## config.mk

```make
export PLATFORM = sky130hd
export DESIGN_NAME = instr_encoder
export DESIGN_NICKNAME = d
export VERILOG_FILES = /design/src/rtl/enc_pkg.sv /design/src/rtl/instr_encoder_imm_pack.sv /design/src/rtl/instr_encoder.sv
export SDC_FILE = /design/constraint.sdc
export NUM_CORES = 1
export LEC_CHECK = 0
export ABC_AREA = 1
export BUFFER_PORTS_ARGS = -buffer_cell sky130_fd_sc_hd__buf_2
export CORE_MARGIN = 2
export CORE_UTILIZATION = 49
export DETAILED_ROUTE_END_ITERATION = 8
export PLACE_DENSITY = 0.78
export RECOVER_POWER = 100
export SLEW_MARGIN = 20
export SYNTH_ARGS = -nofsm -noshare
export SYNTH_HDL_FRONTEND = slang
export SYNTH_SLANG_ARGS = --single-unit
```

## constraint.sdc

```tcl
create_clock -name clk -period 3.7 [get_ports clk]
set_input_delay 0 -clock clk [delete_from_list [all_inputs] [get_ports clk]]
set_output_delay 0 -clock clk [all_outputs]
set_load 0.03 [all_outputs]
```

## src/rtl/enc_pkg.sv

```systemverilog
// Shared types and constants for the RV32I instruction encoder:
// format codes, NOP word, burst FSM states and immediate ranges.
package enc_pkg;

   typedef enum logic [2:0] {
      FMT_R = 3'd0,
      FMT_I = 3'd1,
      FMT_S = 3'd2,
      FMT_B = 3'd3,
      FMT_U = 3'd4,
      FMT_J = 3'd5
   } fmt_e;

   localparam logic [31:0] NOP_WORD = 32'h0000_0013;

   typedef enum logic [1:0] {
      ST_IDLE = 2'd0,
      ST_RUN  = 2'd1,
      ST_DONE = 2'd2
   } state_e;

   // Representable signed byte offsets per immediate format.
   localparam int signed IMM12_MIN = -2048;
   localparam int signed IMM12_MAX = 2047;
   localparam int signed IMMB_MIN  = -4096;
   localparam int signed IMMB_MAX  = 4094;
   localparam int signed IMMJ_MIN  = -1048576;
   localparam int signed IMMJ_MAX  = 1048574;

endpackage

```

## src/rtl/instr_encoder_imm_pack.sv

```systemverilog
// Combinational immediate scatter for RV32I formats plus range flag.
// Range checking is built only when ENC_RANGE_CHECK_EN is defined.
module imm_pack
   import enc_pkg::*;
(
   input  logic [2:0]  fmt_i,
   input  logic [31:0] imm_i,
   output logic [31:0] imm_word_o,
   output logic        range_err_o
);

   always_comb begin
      imm_word_o = '0;
      unique case (fmt_e'(fmt_i))
         FMT_I:   imm_word_o = {imm_i[11:0], 20'b0};
         FMT_S:   imm_word_o = {imm_i[11:5], 13'b0, imm_i[4:0], 7'b0};
         FMT_B:   imm_word_o = {imm_i[12], imm_i[10:5], 13'b0, imm_i[4:1], imm_i[11], 7'b0};
         FMT_U:   imm_word_o = {imm_i[31:12], 12'b0};
         FMT_J:   imm_word_o = {imm_i[20], imm_i[10:1], imm_i[11], imm_i[19:12], 12'b0};
         default: imm_word_o = '0;
      endcase
   end

`ifdef ENC_RANGE_CHECK_EN
   logic signed [31:0] imm_s;
   assign imm_s = signed'(imm_i);

   always_comb begin
      range_err_o = 1'b0;
      unique case (fmt_e'(fmt_i))
         FMT_I, FMT_S: range_err_o = (imm_s < IMM12_MIN) || (imm_s > IMM12_MAX);
         FMT_B:        range_err_o = (imm_s < IMMB_MIN) || (imm_s > IMMB_MAX) || imm_i[0];
         FMT_J:        range_err_o = (imm_s < IMMJ_MIN) || (imm_s > IMMJ_MAX) || imm_i[0];
         FMT_U:        range_err_o = (imm_i[11:0] != 12'b0);
         default:      range_err_o = 1'b0;
      endcase
   end
`else
   assign range_err_o = 1'b0;
`endif

endmodule

```

## src/rtl/instr_encoder.sv

```systemverilog
// Burst-framed RV32I instruction encoder with a registered valid/ready output.
// Immediate range checking is enabled by defining ENC_RANGE_CHECK_EN.
module instr_encoder
   import enc_pkg::*;
#(
   parameter int ADDR_W = 32,
   parameter int LEN_W  = 16
) (
   input  logic              clk,
   input  logic              rst,
   input  logic              start_i,
   input  logic [ADDR_W-1:0] start_addr_i,
   input  logic [LEN_W-1:0]  len_i,
   input  logic              in_valid_i,
   output logic              in_ready_o,
   input  logic [2:0]        fmt_i,
   input  logic [6:0]        opcode_i,
   input  logic [4:0]        rd_i,
   input  logic [2:0]        func3_i,
   input  logic [4:0]        rs1_i,
   input  logic [4:0]        rs2_i,
   input  logic [6:0]        func7_i,
   input  logic [31:0]       imm_i,
   output logic              out_valid_o,
   input  logic              out_ready_i,
   output logic [31:0]       word_o,
   output logic [ADDR_W-1:0] addr_o,
   output logic              err_o,
   output logic              busy_o,
   output logic              done_o
);

   state_e            state_q, state_d;
   logic [ADDR_W-1:0] addr_q, addr_d;
   logic [LEN_W-1:0]  rem_q, rem_d, rem_issue_q, rem_issue_d;
   logic              out_valid_q, err_q;
   logic [31:0]       word_q;
   logic [ADDR_W-1:0] oaddr_q;

   logic [31:0] imm_word, word_d;
   logic        range_err, err_d;
   logic        accept, out_fire;

   assign out_fire   = out_valid_q && out_ready_i;
   assign in_ready_o = (state_q == ST_RUN) && (rem_issue_q != '0) && (!out_valid_q || out_ready_i);
   assign accept     = in_valid_i && in_ready_o;

   imm_pack u_imm_pack (
      .fmt_i       (fmt_i),
      .imm_i       (imm_i),
      .imm_word_o  (imm_word),
      .range_err_o (range_err)
   );

   logic [31:0] f_op, f_rd, f_f3, f_rs1, f_rs2, f_f7;
   assign f_op  = {25'b0, opcode_i};
   assign f_rd  = {20'b0, rd_i, 7'b0};
   assign f_f3  = {17'b0, func3_i, 12'b0};
   assign f_rs1 = {12'b0, rs1_i, 15'b0};
   assign f_rs2 = {7'b0, rs2_i, 20'b0};
   assign f_f7  = {func7_i, 25'b0};

   // Illegal formats override everything, including the range flag.
   always_comb begin
      word_d = imm_word | f_op;
      err_d  = range_err;
      unique case (fmt_e'(fmt_i))
         FMT_R:        word_d = imm_word | f_op | f_f7 | f_rs2 | f_rs1 | f_f3 | f_rd;
         FMT_I:        word_d = imm_word | f_op | f_rs1 | f_f3 | f_rd;
         FMT_S, FMT_B: word_d = imm_word | f_op | f_rs2 | f_rs1 | f_f3;
         FMT_U, FMT_J: word_d = imm_word | f_op | f_rd;
         default: begin
            word_d = NOP_WORD;
            err_d  = 1'b1;
         end
      endcase
   end

   always_comb begin
      state_d     = state_q;
      addr_d      = addr_q;
      rem_d       = rem_q;
      rem_issue_d = rem_issue_q;
      unique case (state_q)
         ST_IDLE: begin
            if (start_i) begin
               addr_d      = start_addr_i;
               rem_d       = len_i;
               rem_issue_d = len_i;
               state_d     = (len_i == '0) ? ST_DONE : ST_RUN;
            end
         end
         ST_RUN: begin
            if (accept) begin
               addr_d      = addr_q + ADDR_W'(4);
               rem_issue_d = rem_issue_q - LEN_W'(1);
            end
            if (out_fire) begin
               rem_d = rem_q - LEN_W'(1);
               if (rem_q == LEN_W'(1)) state_d = ST_DONE;
            end
         end
         ST_DONE: state_d = ST_IDLE;
         default: state_d = ST_IDLE;
      endcase
   end

   always_ff @(posedge clk or posedge rst) begin
      if (rst) begin
         state_q     <= ST_IDLE;
         addr_q      <= '0;
         rem_q       <= '0;
         rem_issue_q <= '0;
      end else begin
         state_q     <= state_d;
         addr_q      <= addr_d;
         rem_q       <= rem_d;
         rem_issue_q <= rem_issue_d;
      end
   end

   always_ff @(posedge clk or posedge rst) begin
      if (rst) begin
         out_valid_q <= 1'b0;
         word_q      <= '0;
         oaddr_q     <= '0;
         err_q       <= 1'b0;
      end else if (accept) begin
         out_valid_q <= 1'b1;
         word_q      <= word_d;
         oaddr_q     <= addr_q;
         err_q       <= err_d;
      end else if (out_ready_i) begin
         out_valid_q <= 1'b0;
      end
   end

   assign out_valid_o = out_valid_q;
   assign word_o      = word_q;
   assign addr_o      = oaddr_q;
   assign err_o       = err_q;
   assign busy_o      = (state_q != ST_IDLE);
   assign done_o      = (state_q == ST_DONE);

endmodule

```

After elaboration in Yosys (flattened, before gate mapping) --
Index checks and enable logic that the tools add are counted.
Operators by class: eq/ne operators 12, add/subtract/negate cells 3, reductions and logical operators 19, muxes and demuxes 18, bitwise operators 13
Operators with widths (count):
- $pmux W32 S5 | 1
- $pmux W32 S4 | 1
- $or A32 B12 Y32 | 3
- $or A32 B15 Y32 | 3
- $or A32 B20 Y32 | 3
- $mux W32 | 2
- $or A32 B25 Y32 | 2
- $pmux W16 S2 | 2
- $pmux W32 S2 | 1
- $mux W16 | 3
- $add A32 B3 Y32 const B | 1
- $or A32 B32 Y32 | 1
- $or A32 B7 Y32 | 1
- $sub A16 B1 Y16 const B | 2
- $eq A16 B1 Y1 const B | 1
- $logic_not A16 Y1 | 1
- $reduce_bool A16 Y1 | 1
- $reduce_and A3 Y1 | 3
- $mux W2 | 4
- $eq A3 B2 Y1 const B | 2
- $eq A3 B3 Y1 const B | 2
- $ne A2 B2 Y1 const B | 3
- $reduce_bool A2 Y1 | 3
- $reduce_or A6 Y1 | 1
- other kinds (12) | 18
Storage, ports and cells: word-level logic and storage cells 73, input bits 120, flip-flop bits (word level) 132, output and inout port bits 69

Depth between registers and ports, before layout --
Gate-level depths: netlist of the first run.
depth in word-level cells 9, mapped depth 14, mapped depth without buffers 13

Modules after synthesis --
A second synthesis of the first run with hierarchy kept.
Unflattened totals: cells, all modules 1222, area total of the unflattened synthesis 8066.5 sq um
Modules (own cells, without submodules):
- instr_encoder | seq. area each 3303.2 sq um, area each 7654.8 sq um, instances 1, cells an instance 1135
- imm_pack | seq. area each 0.0 sq um, area each 411.6 sq um, instances 1, cells an instance 87

Least setup slack after synthesis of the first run --
No wires, ideal clock.
path type flip-flop to flip-flop, from reg out_valid_q, in the netlist out_valid_o, to reg rem_q[12], path slack 2.001 ns, period minus slack after synthesis 1.699 ns, data arrival time 1.576 ns, required time 3.577 ns, cell stages (with the launch flop) 9, buffers on the path 1, setup time 0.123 ns, cells stage by stage dfrtp_1 inv_1 o21ai_0 nand2_1 nor2_4 inv_2 buf_2 o21ai_0 nand2_1
On the way: cells in the longest elaborated chain, start to end 3
RTL lines:
- from (decl) | RTL line instr_encoder.sv:36 | logic out_valid_q, err_q;
- from (signal assigned) | RTL line instr_encoder.sv:124 | out_valid_q <= 1'b0;
- from (signal assigned) | RTL line instr_encoder.sv:129 | out_valid_q <= 1'b1;
- from (signal assigned) | RTL line instr_encoder.sv:134 | out_valid_q <= 1'b0;
- $logic_and A1 B1 Y1 | RTL line instr_encoder.sv:44 | assign out_fire = out_valid_q && out_ready_i;
- $ne A2 B2 Y1 (no source line)
- $reduce_and A3 Y1 (no source line)
- to (signal assigned) | RTL line instr_encoder.sv:117 | rem_q <= rem_d;
- to (decl) | RTL line instr_encoder.sv:35 | logic [LEN_W-1:0] rem_q, rem_d, rem_issue_q, rem_issue_d;
Every way passes these cells. A chain may end at the register's enable or synchronous reset.

Worst setup path after layout of the first run --
from reg state_q[0], to reg addr_q[12]
On the way: cells in the longest elaborated chain, start to end 6, elaborated cells between the ends (all ways) 10, those cells by class 3 x eq/ne; 1 x mux; 6 x reduce/logical
RTL lines:
- from (decl) | RTL line instr_encoder.sv:33 | state_e state_q, state_d;
- from (signal assigned) | RTL line instr_encoder.sv:115 | state_q <= state_d;
- $eq A2 B1 Y1 | RTL line instr_encoder.sv:45, instr_encoder.sv:84
- $logic_and A1 B1 Y1 (2 in a row) | RTL line instr_encoder.sv:45 | assign in_ready_o = (state_q == ST_RUN) && (rem_issue_q != '0) && (!out_valid_q || out_ready_i);
- $logic_and A1 B1 Y1 | RTL line instr_encoder.sv:46 | assign accept = in_valid_i && in_ready_o;
- $ne A2 B2 Y1 (no source line)
- $reduce_and A3 Y1 (no source line)
- to (signal assigned) | RTL line instr_encoder.sv:116 | addr_q <= addr_d;
- to (decl) | RTL line instr_encoder.sv:34 | logic [ADDR_W-1:0] addr_q, addr_d;
Parallel ways exist; a longest one is shown, timed or not.

==> reports/qor.csv, run 1 <==
metric;value;unit
initial antenna violation count;1;
Warnings, synthesis;0;
first-pass GRT wire length;39180;microns
I/O pin count;189;
Most used DFF post-synth;dfrtp_1;
startpoint types;flop;
leakage;5.106;nW
PwrDens;560.5;nW/um^2
Detail Route Antenna Nets;0;
Syn Area/Cell;6.615;sq um
Die W;129.4;microns
IO Port Bufs;188;
Hold Buf Count CTS;92;
row count;45;
# placed instances;1529;
Slew Viols, Final;110;
Filler cells;1353;
EDFF count, synth;0;
Hold Path Class;primary input to flop;
Mapped Area;7700;sq um
vias in the first global route;8247;
Final Hold Viols;0;
Req. time, crit path;4.02;ns
Fin Setup TNS;0;ns
CP Buf/Inv Count;3;
Die Area;16730;sq um
CTS tree;built;
postcts setup bufs;0;
CP Max Fanout;49;
htree depth;4;
drt drc;0;
overall routing resource usage;29.68;%
Min-Delay Endpoint;rem_q[0];
Final Setup Violations;0;
synthesized net count;1289;
Worst path top cell family by delay;simple AND/OR/NAND/NOR gates;
GR Overflow Total;0;
Worst path max stage delay;0.72;ns
routed len/inst;14.83;microns
maxcap violations;2;
most used cell, CP;nand2_1;
CP Class;flop to flop;
clk_lat worst skew;0.44;ns
most frequent cells in the layout;489 x nand2_1, 159 x nor2_1, 132 x dfrtp_1;
FMAX;0.3241;GHz
clock skew;0.008253;ns
Seq/Total Area, Yosys;42.90;%
Core Box Area;15260;sq um
Initial Utilization;50.46;%
VDD IR max;435.0;uV
clock root cell;clkbuf_16;
Post-synth ARST share;100.0;%
setup slack, reg-to-reg;0.61;ns
share of cells above drive strength 1;11.24;%
instance count of the mapped netlist;1164;
Gates resized, CTS repair;0;
gpl congestion;0.9342;
Synth cell types;39;
register bit total from synthesis;132;
RR Startpoint;state_q[0];
final worst path period need;3.085;ns
Clock Tree Buf Depth;2;
Area growth, synth to finish;33.02;%
Slew Limit Headroom;-19.98;%
Routed WL;24510;microns
Clk pin slew, worst setup/hold paths;0.06;ns
DRT iter0 DRCs;809;
Layout Nets;1554;
status;finished, violations left;
die height;129.4;microns
part of the cycle the worst path needs;83.39;%
worst endpoint data arrival time;3.41;ns
hold_sp;len_i[0];
Crit. End Element;flop;
failing checks;capacitance limit, slew limit;
CTS buffer count;17;
worst-margin pin slew;1.796;ns
reg2reg path depth;9;
dpl hpwl;16060;microns
Sequential Area;3303;sq um
Pre-Repair DR Iteration Count;6;
commonest non-fill, non-tap cell in the layout;nand2_1;
pin count of the biggest net entering global routing;80;
crit path max-delay cell type;nand2_2;
RSZ-0062 raised after global routing;no;
crit path cell chain;inv_1, nor2_1, clkinv_1, a21oi_1, nand3_4, nand2_2, inv_2, nand2_1, nand2_1;
non-filler cells, final;1653;
vias per cell;5.229;
Multi-input gate area;3819;sq um
Clock Sinks;132;
vias;8644;
Hold Path Stages;5;
capture point of the worst reg-to-reg path;addr_q[12];
cells in the mapped netlist (2+ instances only):
| cell | count | area [sq um] |
|---|---|---|
| inv_2 | 4 | 15.01 |
| a21oi_1 | 27 | 135.1 |
| nor2_4 | 2 | 22.52 |
| xor2_1 | 3 | 26.28 |
| buf_4 | 3 | 22.52 |
| nor3_1 | 2 | 10.01 |
| buf_1 | 5 | 18.77 |
| nand2_1 | 489 | 1836 |
| ha_1 | 5 | 62.56 |
| o21ai_0 | 97 | 485.5 |
| buf_2 | 18 | 90.09 |
| nand4_1 | 4 | 25.02 |
| nor2_1 | 158 | 593.1 |
| inv_1 | 95 | 356.6 |
| clkbuf_1 | 13 | 48.80 |
| o211ai_1 | 2 | 15.01 |
| o22ai_1 | 6 | 37.54 |
| a22oi_1 | 3 | 22.52 |
| o31ai_1 | 2 | 15.01 |
| nand3b_1 | 2 | 15.01 |
| a31oi_1 | 3 | 18.77 |
| a22o_1 | 7 | 61.31 |
| dfrtp_1 | 132 | 3303 |
| nand3_1 | 67 | 335.3 |
how the worst max path moves through the flow:
stage / endpoint / slack (ns) / cells after the start / start
final: addr_q[12] / 0.61 / 9 / state_q[0]
after detailed placement: addr_q[12] / 0.80 / 12 / rem_issue_q[0]
after global placement: rem_issue_q[5] / 0.86 / 12 / rem_issue_q[0]
after floorplan: addr_o[0] / 0.17 / 1 / rst
after global routing: rem_issue_q[11] / 0.22 / 9 / state_q[0]
after CTS: addr_q[13] / 0.77 / 12 / rem_issue_q[0]
cells by family after synthesis:
group,count (synthesis),share of synthesized area (%)
AO/OA/AOI/OAI,154,11.02
XOR/XNOR,4,0.4551
adder cells (fa/ha/maj),5,0.8125
buffers and inverters,140,7.361
flip-flops,132,42.90
multiplexers,1,0.1462
AND/OR/NAND/NOR,728,37.31
through the flow:
step	util, %	power (mW)	instance area (sq um)	setup WS, ns	hold WS, ns
floorplan	-	3.259	7700	0.1740	0.09645
global placement	57.43	3.722	8763	0.8604	0.1914
detailed placement	57.43	3.759	8763	0.8015	0.1984
CTS	67.83	5.763	10350	0.7719	0.003089
global route	67.13	6.084	10240	0.2155	0.006561
finish	67.13	5.741	10240	0.6146	0.003462
sequential cells by signal, summed over array words and instances (netlist names):
| signal | flops |
|---|---|
| state_q | 2 |
| word_o | 32 |
| err_o | 1 |
| rem_q | 16 |
| addr_q | 32 |
| rem_issue_q | 16 |
| addr_o | 32 |
| out_valid_o | 1 |
metal layers:
metal,wire length (microns),vias up,track usage [%]
met4,596,2,10.87
met1,10300,4036,37.30
met5,34,-,0
met3,1849,58,6.730
li1,-,4193,-
met2,11730,355,50.28
final cells by class:
cell class              instances  share of cell area, %
diodes                          1                0.02443
clock buffers                  20                  4.557
clock inverters                11                  1.942
inverters                     100                  3.701
multi-input cells             892                  37.28
flip-flops and latches        132                  32.25
well taps                     211                  2.578
repair buffers                286                  17.66
worst min-delay path, delay by kind of cell:
| family | cells | cell delay [ns] |
|---|---|---|
| and+or+nand+nor | 2 | 0.16 |
| buffers and inverters | 1 | 0.09 |
| AOI/OAI and AO/OA | 2 | 0.16 |
report_power, final:
group          leakage (nW)  internal, mW  switching [mW]  total [mW]
registers              1.69          1.76           0.277        2.04
clock network         0.327          1.25           0.669        1.92
logic                  3.09         0.574            1.21        1.78
(Power assumes the default switching activity.)
==> run 2: changes to the inputs <==
--- a/config.mk
+++ b/config.mk
@@ -8,9 +8,9 @@
 export ABC_AREA = 1
 export BUFFER_PORTS_ARGS = -buffer_cell sky130_fd_sc_hd__buf_2
 export CORE_MARGIN = 2
-export CORE_UTILIZATION = 49
+export CORE_UTILIZATION = 54
 export DETAILED_ROUTE_END_ITERATION = 8
-export PLACE_DENSITY = 0.78
+export PLACE_DENSITY = 0.82
 export RECOVER_POWER = 100
 export SLEW_MARGIN = 20
 export SYNTH_ARGS = -nofsm -noshare
==> constraint.sdc (replaced) <==
create_clock -name clk -period 3 [get_ports clk]
set_input_delay 0 -clock clk [delete_from_list [all_inputs] [get_ports clk]]
set_output_delay 0 -clock clk [all_outputs]
set_load 0.03 [all_outputs]
==> reports/qor.csv, run 2 (synthesis gave the netlist of run 1 again) <==
metric;value;unit;change
Req. time, crit path;3.36;ns;-0.66 ns
RSZ-0062 raised after global routing;no;;
CP Buf/Inv Count;3;;unchanged
overall routing resource usage;35.24;%;+5.6 points
Layout Utilization;74.07;%;+6.9 points
Detail Route Antenna Nets;0;;unchanged
hold_sp;rs2_i[4];;
IO Port Bufs;188;;unchanged
setup slack, reg-to-reg;0.16;ns;-0.45 ns
Hold Path Stages;5;;unchanged
most used cell, CP;nand2_1;;
Final Setup Violations;0;;unchanged
worst-margin pin slew;1.849;ns;+0.05292 ns
vias per cell;5.502;;+5.2%
share of cells above drive strength 1;11.49;%;+0.24 points
most frequent cells in the layout;490 x nand2_1, 160 x nor2_1, 132 x dfrtp_1;;
vias in the first global route;8640;;+4.8%
htree depth;4;;unchanged
routed len/inst;15.84;microns;+6.9%
RR Startpoint;state_q[0];;
commonest non-fill, non-tap cell in the layout;nand2_1;;
Filler cells;1023;;-24%
pin count of the biggest net entering global routing;133;;+66%
Worst path max stage delay;1.20;ns;+0.48 ns
crit path max-delay cell type;clkbuf_1;;
clk_lat worst skew;0.44;ns;about the same
Min-Delay Endpoint;word_o[24];;
initial antenna violation count;2;;+1
die height;123.4;microns;-4.6%
Pre-Repair DR Iteration Count;6;;unchanged
status;finished, violations left;;
CP Max Fanout;36;;-27%
maxcap violations;2;;unchanged
leakage;5.120;nW;+0.27%
Worst Slack Setup Final;0.1619;ns;-0.4527 ns
CTS buffer count;17;;unchanged
clock skew;0.01376;ns;+0.005508 ns
reg2reg path depth;8;;-1
Layout Nets;1567;;+0.84%
GR Overflow Total;0;;unchanged
Core Box Area;13880;sq um;-9.0%
crit path cell chain;inv_1, nor2_1, clkinv_1, clkbuf_1, nand2_1, o21ai_0, nand2_1, nand2_1;;
Worst path top cell family by delay;buffers and inverters;;
Die Area;15230;sq um;-9.0%
failing checks;capacitance limit, slew limit;;
I/O pin count;189;;unchanged
worst endpoint data arrival time;3.20;ns;-0.21 ns
Clk pin slew, worst setup/hold paths;0.06;ns;about the same
CP Class;flop to flop;;
part of the cycle the worst path needs;94.60;%;+11 points
Place WS;0.6350;ns;-0.1664 ns
vias;9007;;+4.2%
Area growth, synth to finish;33.52;%;
gpl congestion;0.9447;;+1.1%
first-pass GRT wire length;41630;microns;+6.3%
PwrDens;685.6;nW/um^2;+22%
Final Hold Viols;0;;unchanged
final worst path period need;2.838;ns;-0.2473 ns
capture point of the worst reg-to-reg path;rem_q[12];;
total power;7.049;mW;+23%
clock root cell;clkbuf_16;;
Clock Tree Buf Depth;2;;unchanged
Die W;123.4;microns;-4.6%
CTS tree;built;;
Slew Limit Headroom;-23.26;%;-3.3 points
startpoint types;flop;;
DRT iter0 DRCs;922;;+14%
dpl hpwl;15640;microns;-2.6%
Initial Utilization;55.47;%;+5.0 points
Clock Sinks;132;;unchanged
FMAX;0.3523;GHz;+8.7%
Fin Setup TNS;0;ns;unchanged
WHS;0.003719;ns;+0.0002562 ns
Slew Viols, Final;170;;+55%
VDD IR max;592.8;uV;+36%
drt drc;0;;unchanged
Routed WL;25940;microns;+5.8%
Hold Path Class;primary input to flop;;
Crit. End Element;flop;;
row count;43;;-4.4%
-- run 2: cell count changes in the layout (fill, tap and decap cells not counted), sizes merged --
| cell | before | now |
|---|---|---|
| dlygate4sd3 | 92 | 99 |
| clkinvlp | 1 | 7 |
| clkbuf | 93 | 96 |
| clkinv | 7 | 5 |
| diode | 1 | 3 |
| buf | 121 | 122 |
| bufinv | 5 | 4 |
| inv | 98 | 97 |
-- run 2: timing repair --
action	in CTS	in global routing
resized for setup	0	2
buffers inserted	0	3
hold buffers	99	0
hold endpoints to repair	211	0
setup endpoints to repair	0	1
-- run 2: stage by stage --
| stage | area, sq um | instances |
|---|---|---|
| final | 10280 | 1637 |
| after global routing | 10280 | 1636 |
| after CTS | 10370 | 1630 |
| after detailed placement | 8751 | 1500 |
| after global placement | 8751 | 1500 |
| after floorplan | 7704 | 1164 |
-- run 2: how the worst max path moves through the flow --
stage / end / slack (ns) / startpoint / cells past startpoint
global route: rem_q[12] / 0.03 / state_q[0] / 8
finish: rem_q[12] / 0.16 / state_q[0] / 8
global placement: word_o[26] / 0.76 / rem_issue_q[8] / 10
detailed placement: word_o[25] / 0.64 / rem_issue_q[8] / 10
floorplan: rem_q[12] / 1.30 / out_valid_o / 8
CTS: word_o[28] / 0.07 / rem_issue_q[8] / 11
-- run 2: power by group --
group	switching, mW	internal (mW)	leakage, nW
logic	1.52	0.728	3.12
clock network	0.833	1.43	0.301
registers	0.359	2.17	1.69
total	2.72	4.33	5.12
-- run 2: final cells by class --
class                   instances  area, sq um  area share, %
well taps                     180        225.2          2.191
repair buffers                298         1909          18.57
clock inverters                12        178.9          1.740
inverters                     100        386.6          3.761
flip-flops and latches        132         3303          32.13
multi-input cells             892         3812          37.08
clock buffers                  19        452.9          4.406
diodes                          3        7.507        0.07302
repair inverters                1        5.005        0.04868
-- run 2: metal layers --
layer	vias to the layer above	track usage (%)	share of wire (%)
met4	0	17.26	4.3
met5	-	0	0
li1	4230	-	-
met3	111	9.871	9.9
met2	553	57.66	47
met1	4113	42.81	38
-- run 2: worst min-delay path, stage by stage --
cell     delay, ns
buf_2         0.08
nand2_1       0.04
o21ai_0       0.06
a21oi_1       0.05
o21ai_0       0.16
==> run 3: changes to the inputs <==
--- a/config.mk
+++ b/config.mk
@@ -5,13 +5,13 @@
 export SDC_FILE = /design/constraint.sdc
 export NUM_CORES = 1
 export LEC_CHECK = 0
-export ABC_AREA = 1
 export BUFFER_PORTS_ARGS = -buffer_cell sky130_fd_sc_hd__buf_2
 export CORE_MARGIN = 2
-export CORE_UTILIZATION = 54
+export CORE_UTILIZATION = 53
 export DETAILED_ROUTE_END_ITERATION = 8
-export PLACE_DENSITY = 0.82
+export PLACE_DENSITY = 0.81
 export RECOVER_POWER = 100
+export SETUP_SLACK_MARGIN = 0.02
 export SLEW_MARGIN = 20
 export SYNTH_ARGS = -nofsm -noshare
 export SYNTH_HDL_FRONTEND = slang
==> reports/qor.csv, run 3 <==
metric;value;unit;change
status;finished, violations left;;
failing checks;capacitance limit, slew limit;;
Req. time, crit path;3.00;ns;-0.36 ns
Detail Route Antenna Nets;0;;unchanged
CTS tree;built;;
total power;10.22;mW;+45%
Routed WL;21900;microns;-16%
Warnings, synthesis;0;;unchanged
Clock Sinks;132;;unchanged
Final Hold Viols;0;;unchanged
Final Setup Violations;0;;unchanged
hold_sp;start_addr_i[25];;
CP Class;flop to output pin;;
share of cells above drive strength 1;16.12;%;+4.6 points
overall routing resource usage;31.01;%;-4.2 points
Ant. Diodes;0;;-3
Hold Path Class;primary input to flop;;
vias per cell;5.848;;+6.3%
part of the cycle the worst path needs;92.80;%;-1.8 points
crit path from;state_q[1];;
CP Buf/Inv Count;2;;-1
postcts setup bufs;0;;unchanged
Die W;119.7;microns;-3.0%
register bit total from synthesis;132;;unchanged
die height;119.7;microns;-3.0%
crit path max-delay cell type;buf_2;;
RSZ-0062 raised after global routing;no;;
first-pass GRT wire length;35180;microns;-16%
Mapped Area;7093;sq um;-7.9%
VDD IR max;507.5;uV;-14%
PwrDens;1082;nW/um^2;+58%
Slew Limit Headroom;-20.59;%;+2.7 points
Worst path top cell family by delay;buffers and inverters;;
Post-synth ARST share;100.0;%;unchanged
Area growth, synth to finish;33.11;%;
IO Port Bufs;188;;unchanged
Gates resized, CTS repair;0;;unchanged
pin count of the biggest net entering global routing;133;;unchanged
synth top area cells;dfrtp_1 47%, nand2_1 9.0%, o21ai_0 4.7%;;
synthesized net count;949;;-26%
I/O pin count;189;;unchanged
Crit. End Element;output pin;;
CTS buffer count;17;;unchanged
commonest non-fill, non-tap cell in the layout;nand2_1;;
most used cell, CP;buf_2;;
Syn Area/Cell;8.608;sq um;+30%
clock skew;0.006930;ns;-0.006831 ns
gpl congestion;0.8771;;-7.2%
EDFF count, synth;0;;unchanged
crit path cell chain;and2b_2, buf_2, and3_1, buf_2;;
Layout Nets;1205;;-23%
leakage;4.152;nW;-19%
Clock Tree Buf Depth;2;;unchanged
htree depth;4;;unchanged
initial antenna violation count;0;;-2
Die Area;14320;sq um;-5.9%
worst-margin pin slew;1.809;ns;-0.04000 ns
Fin Setup TNS;0;ns;unchanged
vias;7415;;-18%
final worst path period need;2.784;ns;-0.05417 ns
Synth cell types;66;;+69%
top cell type by total area after synthesis;dfrtp_1;;
Core Box Area;13140;sq um;-5.4%
dpl hpwl;13750;microns;-12%
Clk pin slew, worst setup/hold paths;0.06;ns;about the same
drt drc;0;;unchanged
routed len/inst;17.27;microns;+9.0%
Pre-Repair DR Iteration Count;6;;unchanged
CP Max Fanout;70;;+94%
GR Overflow Total;0;;unchanged
Initial Utilization;53.99;%;-1.5 points
setup slack, reg-to-reg;0.22;ns;+0.05 ns
most frequent cells in the layout;171 x nand2_1, 132 x dfrtp_1, 120 x buf_2;;
Seq/Total Area, Yosys;46.57;%;+3.7 points
clock root cell;clkbuf_16;;
Most used DFF post-synth;dfrtp_1;;
Worst path max stage delay;0.94;ns;-0.26 ns
Hold Buf Count CTS;89;;-10%
maxcap violations;1;;-1
clk_lat worst skew;0.42;ns;-0.02 ns
worst endpoint data arrival time;2.78;ns;-0.42 ns
Slew Viols, Final;133;;-22%
instance count of the mapped netlist;824;;-29%
DRT iter0 DRCs;524;;-43%
row count;42;;-2.3%
Post-synth top cells;171 x nand2_1, 132 x dfrtp_1, 66 x o21ai_0, 63 x nor2_1, 62 x a21oi_1;;
post-synth top area share;46.57;%;+3.7 points
RR Startpoint;rem_issue_q[0];;
vias in the first global route;7077;;-18%
FMAX;0.3592;GHz;+1.9%
startpoint types;flop;;
most common cell in the netlist;nand2_1;;
[run 3: cell types whose count changed after synthesis, sizes merged, moves of 15 or more]
| cell | previous run | this run |
|---|---|---|
| a21oi | 28 | 62 |
| clkbuf | 13 | 36 |
| inv | 99 | 19 |
| nand2 | 490 | 171 |
| nand3 | 68 | 31 |
| nor2 | 161 | 64 |
| nor3 | 2 | 20 |
| nor4 | 0 | 15 |
| o21ai | 97 | 68 |
[run 3: area by class of cell]
type / instances / area, sq um
Sequential cell: 132 / 3303
Inverter: 20 / 78.83
Multi-Input combinational cell: 618 / 3446
Clock buffer: 27 / 523.0
Tap cell: 176 / 220.2
Fill cell: 1055 / 3696
Clock inverter: 4 / 20.02
Timing Repair Buffer: 291 / 1851
[run 3: through the flow]
step,cell area [sq um],worst slack [ns],std cells,hold WS [ns],util [%]
finish,9442,0.2161,1268,0.02874,71.87
global route,9442,0.04590,1268,0.02319,71.87
CTS,9580,0.2933,1268,0.01210,72.92
detailed placement,8147,0.6758,1148,0.1969,62.01
global placement,8147,0.7559,1148,0.1938,62.01
floorplan,7097,1.152,824,0.1054,-
[run 3: report_power, final]
group          switching, mW  total [mW]  leakage [nW]  internal (mW)
Clock                  0.729        1.91         0.273           1.18
Sequential             0.815        3.49          1.57           2.68
Combinational           3.21        4.82          2.31           1.61
Total                   4.75        10.2          4.15           5.47
[run 3: routing by layer]
metal	share of wire, %	global-route usage [%]	up-vias
met5	0	0	-
met4	3.7	15.59	0
li1	-	-	3470
met2	49	50.82	370
met1	40	39.56	3512
met3	7.3	5.703	63
[run 3: worst paths after layout]
kind                                        to  depth (start not counted)
worst min-delay path                addr_q[25]                          4
worst min register to register       word_o[2]                          2
worst max-delay path                in_ready_o                          4
max in group asynchronous           addr_q[13]                          4
worst max register to register  rem_issue_q[9]                          8
min in group asynchronous           word_o[16]                          4
[run 3: cell families (layout without fill, tap and decap cells)]
family	Yosys count	after routing	synth area share, %
xor+xnor	1	1	0.1235
fa+ha+maj	5	5	0.8820
mux	13	13	1.976
flops	132	132	46.57
buf+inv	74	342	4.833
compound gates	250	250	22.44
simple gates	349	349	23.18
[run 3: worst min-delay path, stage by stage]
cell,delay [ns]
buf_2,0.09
nor2_1,0.04
a41oi_1,0.15
o22a_1,0.14
